===== src/rtl/grp_wb_arbiter_if.sv =====
// rtl/grp_wb_arbiter_if.sv - writeback request, register-file write and scoreboard query bundle
interface grp_wb_arbiter_if;
  logic        req0_valid;
  logic [4:0]  req0_addr;
  logic [31:0] req0_data;
  logic        req0_ready;
  logic        req1_valid;
  logic [4:0]  req1_addr;
  logic [31:0] req1_data;
  logic        req1_ready;
  logic        rf_wen;
  logic [4:0]  rf_waddr;
  logic [31:0] rf_wdata;
  logic        sb_set;
  logic [4:0]  sb_set_addr;
  logic [4:0]  q1_addr;
  logic [4:0]  q2_addr;
  logic        q1_busy;
  logic        q2_busy;

  // Arbiter side
  modport slave (
    input  req0_valid, req0_addr, req0_data,
    output req0_ready,
    input  req1_valid, req1_addr, req1_data,
    output req1_ready,
    output rf_wen, rf_waddr, rf_wdata,
    input  sb_set, sb_set_addr, q1_addr, q2_addr,
    output q1_busy, q2_busy
  );

  // Requester / decode / register-file side
  modport master (
    output req0_valid, req0_addr, req0_data,
    input  req0_ready,
    output req1_valid, req1_addr, req1_data,
    input  req1_ready,
    input  rf_wen, rf_waddr, rf_wdata,
    output sb_set, sb_set_addr, q1_addr, q2_addr,
    input  q1_busy, q2_busy
  );
endinterface


===== src/rtl/grp_wb_arbiter.sv =====
// rtl/grp_wb_arbiter.sv - register-file write port arbiter with long-latency scoreboard (option: GRP_WB_RR_EN)
module grp_wb_arbiter #(
  parameter int STARVE_MAX = 4,
  parameter int CNT_W      = 4
) (
  input  logic               clk,
  input  logic               rst_n,
  grp_wb_arbiter_if.slave    bus
);

  logic        w_grant0;
  logic        w_grant1;
  logic        w_xfer0;
  logic        w_xfer1;
  logic [31:0] w_set_mask;
  logic [31:0] w_clr_mask;

  logic [31:0] r_busy;
  logic        r_wen;
  logic [4:0]  r_waddr;
  logic [31:0] r_wdata;

`ifdef GRP_WB_RR_EN
  // r_last1 = 1 means req1 won the last contested transfer; reset value makes req0 go first
  logic r_last1;

  // Round-robin grant: alternate when both request, lone requester always wins
  always_comb begin
    w_grant0 = 1'b0;
    w_grant1 = 1'b0;
    if (bus.req0_valid && bus.req1_valid) begin
      w_grant0 = r_last1;
      w_grant1 = ~r_last1;
    end else begin
      w_grant0 = bus.req0_valid;
      w_grant1 = bus.req1_valid;
    end
  end

  // Last-granted pointer moves only when a transfer actually happens
  always_ff @(posedge clk or negedge rst_n) begin
    if (!rst_n) begin
      r_last1 <= 1'b1;
    end else if (w_xfer0) begin
      r_last1 <= 1'b0;
    end else if (w_xfer1) begin
      r_last1 <= 1'b1;
    end
  end
`else
  logic [CNT_W-1:0] r_starve_cnt;
  logic             w_forced;

  assign w_forced = bus.req1_valid && (r_starve_cnt == CNT_W'(STARVE_MAX));

  // Fixed priority req0 > req1, except req1 is forced through once starved
  always_comb begin
    w_grant0 = 1'b0;
    w_grant1 = 1'b0;
    if (w_forced) begin
      w_grant1 = 1'b1;
    end else if (bus.req0_valid) begin
      w_grant0 = 1'b1;
    end else begin
      w_grant1 = bus.req1_valid;
    end
  end

  // Starvation counter: counts held-off req1 cycles, saturates, clears on req1 transfer or idle
  always_ff @(posedge clk or negedge rst_n) begin
    if (!rst_n) begin
      r_starve_cnt <= '0;
    end else if (!bus.req1_valid || w_xfer1) begin
      r_starve_cnt <= '0;
    end else if (r_starve_cnt != CNT_W'(STARVE_MAX)) begin
      r_starve_cnt <= r_starve_cnt + 1'b1;
    end
  end
`endif

  // Ready is forced low while reset is asserted since it is purely combinational
  assign bus.req0_ready = w_grant0 & rst_n;
  assign bus.req1_ready = w_grant1 & rst_n;
  assign w_xfer0        = bus.req0_valid & bus.req0_ready;
  assign w_xfer1        = bus.req1_valid & bus.req1_ready;

  // Registered write stage; writes to r0 are accepted but suppressed
  always_ff @(posedge clk or negedge rst_n) begin
    if (!rst_n) begin
      r_wen   <= 1'b0;
      r_waddr <= '0;
      r_wdata <= '0;
    end else begin
      r_wen <= 1'b0;
      if (w_xfer0) begin
        r_wen   <= (bus.req0_addr != 5'd0);
        r_waddr <= bus.req0_addr;
        r_wdata <= bus.req0_data;
      end else if (w_xfer1) begin
        r_wen   <= (bus.req1_addr != 5'd0);
        r_waddr <= bus.req1_addr;
        r_wdata <= bus.req1_data;
      end
    end
  end

  assign bus.rf_wen   = r_wen;
  assign bus.rf_waddr = r_waddr;
  assign bus.rf_wdata = r_wdata;

  // Scoreboard masks: r0 is never tracked, only req1 transfers retire entries
  always_comb begin
    w_set_mask = '0;
    w_clr_mask = '0;
    if (bus.sb_set) begin
      w_set_mask[bus.sb_set_addr] = 1'b1;
    end
    if (w_xfer1) begin
      w_clr_mask[bus.req1_addr] = 1'b1;
    end
    w_set_mask[0] = 1'b0;
  end

  // Scoreboard update: clear first, then set, so a same-address set wins
  always_ff @(posedge clk or negedge rst_n) begin
    if (!rst_n) begin
      r_busy <= '0;
    end else begin
      r_busy <= (r_busy & ~w_clr_mask) | w_set_mask;
    end
  end

  assign bus.q1_busy = r_busy[bus.q1_addr];
  assign bus.q2_busy = r_busy[bus.q2_addr];

endmodule

===== src/flat_wrapper.sv =====
// flat-port wrapper written by rule: the top's interface ports become plain ports
module grp_wb_arbiter_flat 
#(
  parameter int STARVE_MAX = 4,
  parameter int CNT_W      = 4
)
  (clk, rst_n, bus_req0_valid, bus_req0_addr, bus_req0_data, bus_req0_ready, bus_req1_valid, bus_req1_addr, bus_req1_data, bus_req1_ready, bus_rf_wen, bus_rf_waddr, bus_rf_wdata, bus_sb_set, bus_sb_set_addr, bus_q1_addr, bus_q2_addr, bus_q1_busy, bus_q2_busy);
  grp_wb_arbiter_if bus_i ();
  input  logic clk;
  input  logic rst_n;
  input wire logic [$bits(bus_i.req0_valid)-1:0] bus_req0_valid;
  input wire logic [$bits(bus_i.req0_addr)-1:0] bus_req0_addr;
  input wire logic [$bits(bus_i.req0_data)-1:0] bus_req0_data;
  output wire logic [$bits(bus_i.req0_ready)-1:0] bus_req0_ready;
  input wire logic [$bits(bus_i.req1_valid)-1:0] bus_req1_valid;
  input wire logic [$bits(bus_i.req1_addr)-1:0] bus_req1_addr;
  input wire logic [$bits(bus_i.req1_data)-1:0] bus_req1_data;
  output wire logic [$bits(bus_i.req1_ready)-1:0] bus_req1_ready;
  output wire logic [$bits(bus_i.rf_wen)-1:0] bus_rf_wen;
  output wire logic [$bits(bus_i.rf_waddr)-1:0] bus_rf_waddr;
  output wire logic [$bits(bus_i.rf_wdata)-1:0] bus_rf_wdata;
  input wire logic [$bits(bus_i.sb_set)-1:0] bus_sb_set;
  input wire logic [$bits(bus_i.sb_set_addr)-1:0] bus_sb_set_addr;
  input wire logic [$bits(bus_i.q1_addr)-1:0] bus_q1_addr;
  input wire logic [$bits(bus_i.q2_addr)-1:0] bus_q2_addr;
  output wire logic [$bits(bus_i.q1_busy)-1:0] bus_q1_busy;
  output wire logic [$bits(bus_i.q2_busy)-1:0] bus_q2_busy;
  assign bus_i.req0_valid = bus_req0_valid;
  assign bus_i.req0_addr = bus_req0_addr;
  assign bus_i.req0_data = bus_req0_data;
  assign bus_req0_ready = bus_i.req0_ready;
  assign bus_i.req1_valid = bus_req1_valid;
  assign bus_i.req1_addr = bus_req1_addr;
  assign bus_i.req1_data = bus_req1_data;
  assign bus_req1_ready = bus_i.req1_ready;
  assign bus_rf_wen = bus_i.rf_wen;
  assign bus_rf_waddr = bus_i.rf_waddr;
  assign bus_rf_wdata = bus_i.rf_wdata;
  assign bus_i.sb_set = bus_sb_set;
  assign bus_i.sb_set_addr = bus_sb_set_addr;
  assign bus_i.q1_addr = bus_q1_addr;
  assign bus_i.q2_addr = bus_q2_addr;
  assign bus_q1_busy = bus_i.q1_busy;
  assign bus_q2_busy = bus_i.q2_busy;
  grp_wb_arbiter #(.STARVE_MAX(STARVE_MAX), .CNT_W(CNT_W)) u_core (.clk(clk), .rst_n(rst_n), .bus(bus_i));
endmodule

===== config.mk =====
export PLATFORM = sky130hd
export DESIGN_NAME = grp_wb_arbiter_flat
export DESIGN_NICKNAME = d
export VERILOG_FILES = /design/src/rtl/grp_wb_arbiter_if.sv /design/src/rtl/grp_wb_arbiter.sv /design/src/flat_wrapper.sv
export SDC_FILE = /design/constraint.sdc
export NUM_CORES = 1
export LEC_CHECK = 0
export ABC_AREA = 1
export BUFFER_PORTS_ARGS = -buffer_cell sky130_fd_sc_hd__clkbuf_2
export CORE_MARGIN = 2
export CORE_UTILIZATION = 40
export DETAILED_ROUTE_END_ITERATION = 12
export PLACE_DENSITY = 0.71
export RECOVER_POWER = 100
export SLEW_MARGIN = 20
export SYNTH_ARGS = -nofsm -noshare
export SYNTH_HDL_FRONTEND = slang
export SYNTH_SLANG_ARGS = --single-unit

===== constraint.sdc =====
create_clock -name clk -period 1.6 [get_ports clk]
set_clock_uncertainty 0.05 [all_clocks]
set_input_delay 0.24 -clock clk [delete_from_list [all_inputs] [get_ports clk]]
set_output_delay 0.24 -clock clk [all_outputs]
set_load 0.005 [all_outputs]

==> results.json <==
{
  "synthMuxAreaShare": 0,
  "ff2ff_setup_slack_ns": -0.12,
  "wl_met2_mm": 7.061,
  "finalCritPeriodShare": 1.122,
  "p_per_area_nw_per_um2": 867.6,
  "slew_viol_final": 0,
  "core_um2": 9819,
  "synthToLayoutAreaGrowth_pct": 50.92,
  "cp_cell_sequence": "inv_2 -> ha_4 -> nand4_1 -> nand3_2 -> inv_4 -> clkbuf_2",
  "cap_viol_max_count": 0,
  "met3_length_mm": 1.103,
  "dieArea_um2": 11030,
  "setup_viol": 44,
  "clock_latency_ns": 0.36,
  "worst_pin_slew_ns": 1.216,
  "synth_commonest_cells": "nand2_1 (209), nand3_1 (129), dfrtp_1 (74)",
  "fp.dieH_um": 105.0,
  "setup.worst_path.end_class": "primary output",
  "grt_overflow": 0,
  "nets": 836,
  "max_freq_ghz": 0.5571,
  "yosysSeqAreaShare": 0.4537,
  "hold_viol": 0,
  "crit_path_top_delay_cell": "dfrtp_1",
  "rows": 36,
  "routedWlPerCell_um": 16.47,
  "antenna_found_initial": 0,
  "relSlewSlack": 0.1890,
  "yosys_most_used_dff": "dfrtp_1",
  "p_total_mw": 5.344,
  "cp-start-kind": "register",
  "io_buffer_count": 135,
  "drtIter0Drc": 357,
  "worstPathRequired_ns": 1.31,
  "clock-root-buffer": "clkbuf_8",
  "htreeDepth": 3,
  "grt_max_degree": 50,
  "grt_pass1_wl_mm": 21.74,
  "grt_pass1_vias": 4444,
  "ant_nets": 0,
  "cts_num_sinks": 74,
  "dp_hpwl_mm": 9.814,
  "drc": 0,
  "yosysTopAreaCell": "dfrtp_1",
  "gp_congestion": 0.9181,
  "yosys_warnings": 0,
  "critPathMaxStageDelay_ns": 0.37,
  "initial_core_util": 0.4156,
  "min_period_ns": 1.795,
  "track_usage": 0.2424,
  "cellLeakagePower_nw": 3.203,
  "postLayoutCellArea_um2": 6160,
  "final_layout_size_suffix_gt1_frac": 0.3638,
  "async_flop_share": 1.000,
  "synth_top_area_frac": 0.4537,
  "vias": 4727,
  "highest_layer": "met4",
  "grt_setup_unrepaired": "true",
  "syn_area_per_cell_um2": 7.288,
  "fillers": 867,
  "antenna_cells": 0,
  "hold_class": "primary input to register",
  "pin_count": 136,
  "ys_ff_latch": 74,
  "cts_buffers": 9,
  "synth-simple-area-share": 0.3918,
  "synth_compound_area_frac": 0.06990,
  "synth_cells": 560,
  "synth_xor_area_frac": 0.004292,
  "cp_data_arrival_time_ns": 1.50,
  "outcome": "finished with violations",
  "tritoncts": "done",
  "first_pass_iters": 5,
  "avgViaCountPerCell": 5.384,
  "postLayoutSetupSlackWorst_ns": -0.1950,
  "met1_length_mm": 5.970,
  "placed_cell_area_um2": 5041,
  "vdd_drop_max_v": 0.0006212,
  "drt_wl_total_mm": 14.46,
  "synth_area_leaders": "dfrtp_1 (45%), nand2_1 (19%), nand3_1 (16%)",
  "cts_buffer_depth": 2,
  "synthAdderAreaFrac": 0.006131,
  "die_w_um": 105.0,
  "synth_top_family_by_area": "simple AND/OR/NAND/NOR gates",
  "critPathKind": "register to primary output",
  "yosysMostFrequentCell": "nand2_1",
  "clk_pin_slew_worst_paths_ns": 0.08,
  "syn_area_um2": 4081,
  "synth-edff-count": 0,
  "path_max_fanout": 3,
  "violations": "negative setup slack",
  "ys_types": 29,
  "synth_nets": 656
}
==> repair_timing <==
| action | CTS | global route |
|---|---|---|
| hold endpoints to repair | 25 | 0 |
| cloned | 1 | 7 |
| setup buffers | 10 | 14 |
| endpoints found under the setup margin | 9 | 72 |
| pin swaps | 10 | 43 |
| gates resized for setup | 22 | 121 |
| hold buffers | 1 | 0 |
==> metal layers <==
metal | vias to the layer above | global-route usage
met1 | 2263 | 0.3227
met3 | 26 | 0.04492
met4 | 0 | 0.08952
li1 | 2222 | -
met5 | - | 0
met2 | 216 | 0.3933
==> cells in the final DEF (no fill, tap or decap), types with 8 or more instances in the layout <==
cell type and count:
clkbuf_1 23, nand2_1 185, clkbuf_2 117, nor3_2 8, buf_8 8, nand3_1 106, nor3_1 11, dfrtp_1 73
nand2_2 12, o21ai_1 8, o31ai_4 8, o22ai_1 9, inv_1 39, buf_4 28, nand2_4 13, nand3_2 23
buf_6 8, clkbuf_8 10
==> final timing paths <==
kind                                          from                 endpoint  cells after the start
max reg2reg                 u_core.r_starve_cnt[0]        u_core.r_busy[18]                      9
min in group asynchronous                    rst_n   u_core.bus.rf_waddr[0]                      2
max in group asynchronous                    rst_n        u_core.r_busy[10]                      2
max                         u_core.r_starve_cnt[1]           bus_req0_ready                      6
min reg2reg                u_core.bus.rf_wdata[10]  u_core.bus.rf_wdata[10]                      2
min                              bus_req1_data[17]  u_core.bus.rf_wdata[17]                      3
==> cell type report <==
class / instances / area (um^2) / share of cell area
timing repair buffer: 196 / 1396 / 0.2267
tap: 133 / 166.4 / 0.02702
clock inverter: 3 / 15.01 / 0.002438
multi-input combinational: 417 / 2420 / 0.3928
clock buffer: 13 / 148.9 / 0.02417
inverter: 42 / 160.2 / 0.02600
sequential: 74 / 1853 / 0.3008
==> worst max-delay path, delay by kind of cell, from the launching register on <==
| kind | cells | cell delay [ns] |
|---|---|---|
| and+or+nand+nor | 2 | 0.30 |
| adders and majority gates | 1 | 0.16 |
| DFF | 1 | 0.37 |
| buffers and inverters | 3 | 0.30 |
==> metrics by stage <==
step	setup WS [ns]	util	cells	TNS [ns]	hold WS [ns]
6_report	-0.1950	0.6273	878	-2.553	0.03605
5_1_grt	-0.2975	0.6273	878	-9.372	0.03832
4_1_cts	-0.1610	0.5516	857	-1.199	0.03386
3_5_place_dp	-0.01723	0.5134	829	-0.03063	0.01544
3_3_place_gp	0.07920	0.5134	829	0	0.01566
2_1_floorplan	0.03982	-	560	0	-0.1056
==> sequential cells by signal, indices dropped and copies added, names as in the netlist <==
register	count
u_core.bus.rf_wdata	32
u_core.r_busy	32
u_core.bus.rf_waddr	5
u_core.r_starve_cnt	4
u_core.bus.rf_wen	1
==> kinds of logic after synthesis <==
logic type                 after synthesis
DFF                                     74
adders and majority gates                2
and+or+nand+nor                        370
xor gates and xnor gates                 2
AOI/OAI and AO/OA                       43
buffers and inverters                   69
==> where the power goes <==
| part | leakage, nW | switching [mW] | internal [mW] |
|---|---|---|---|
| logic | 2.23 | 0.826 | 0.757 |
| clock network | 0.0872 | 0.703 | 0.600 |
| registers | 0.881 | 0.278 | 2.18 |
| total | 3.20 | 1.81 | 3.54 |
Power figures use the tool's default switching activity.
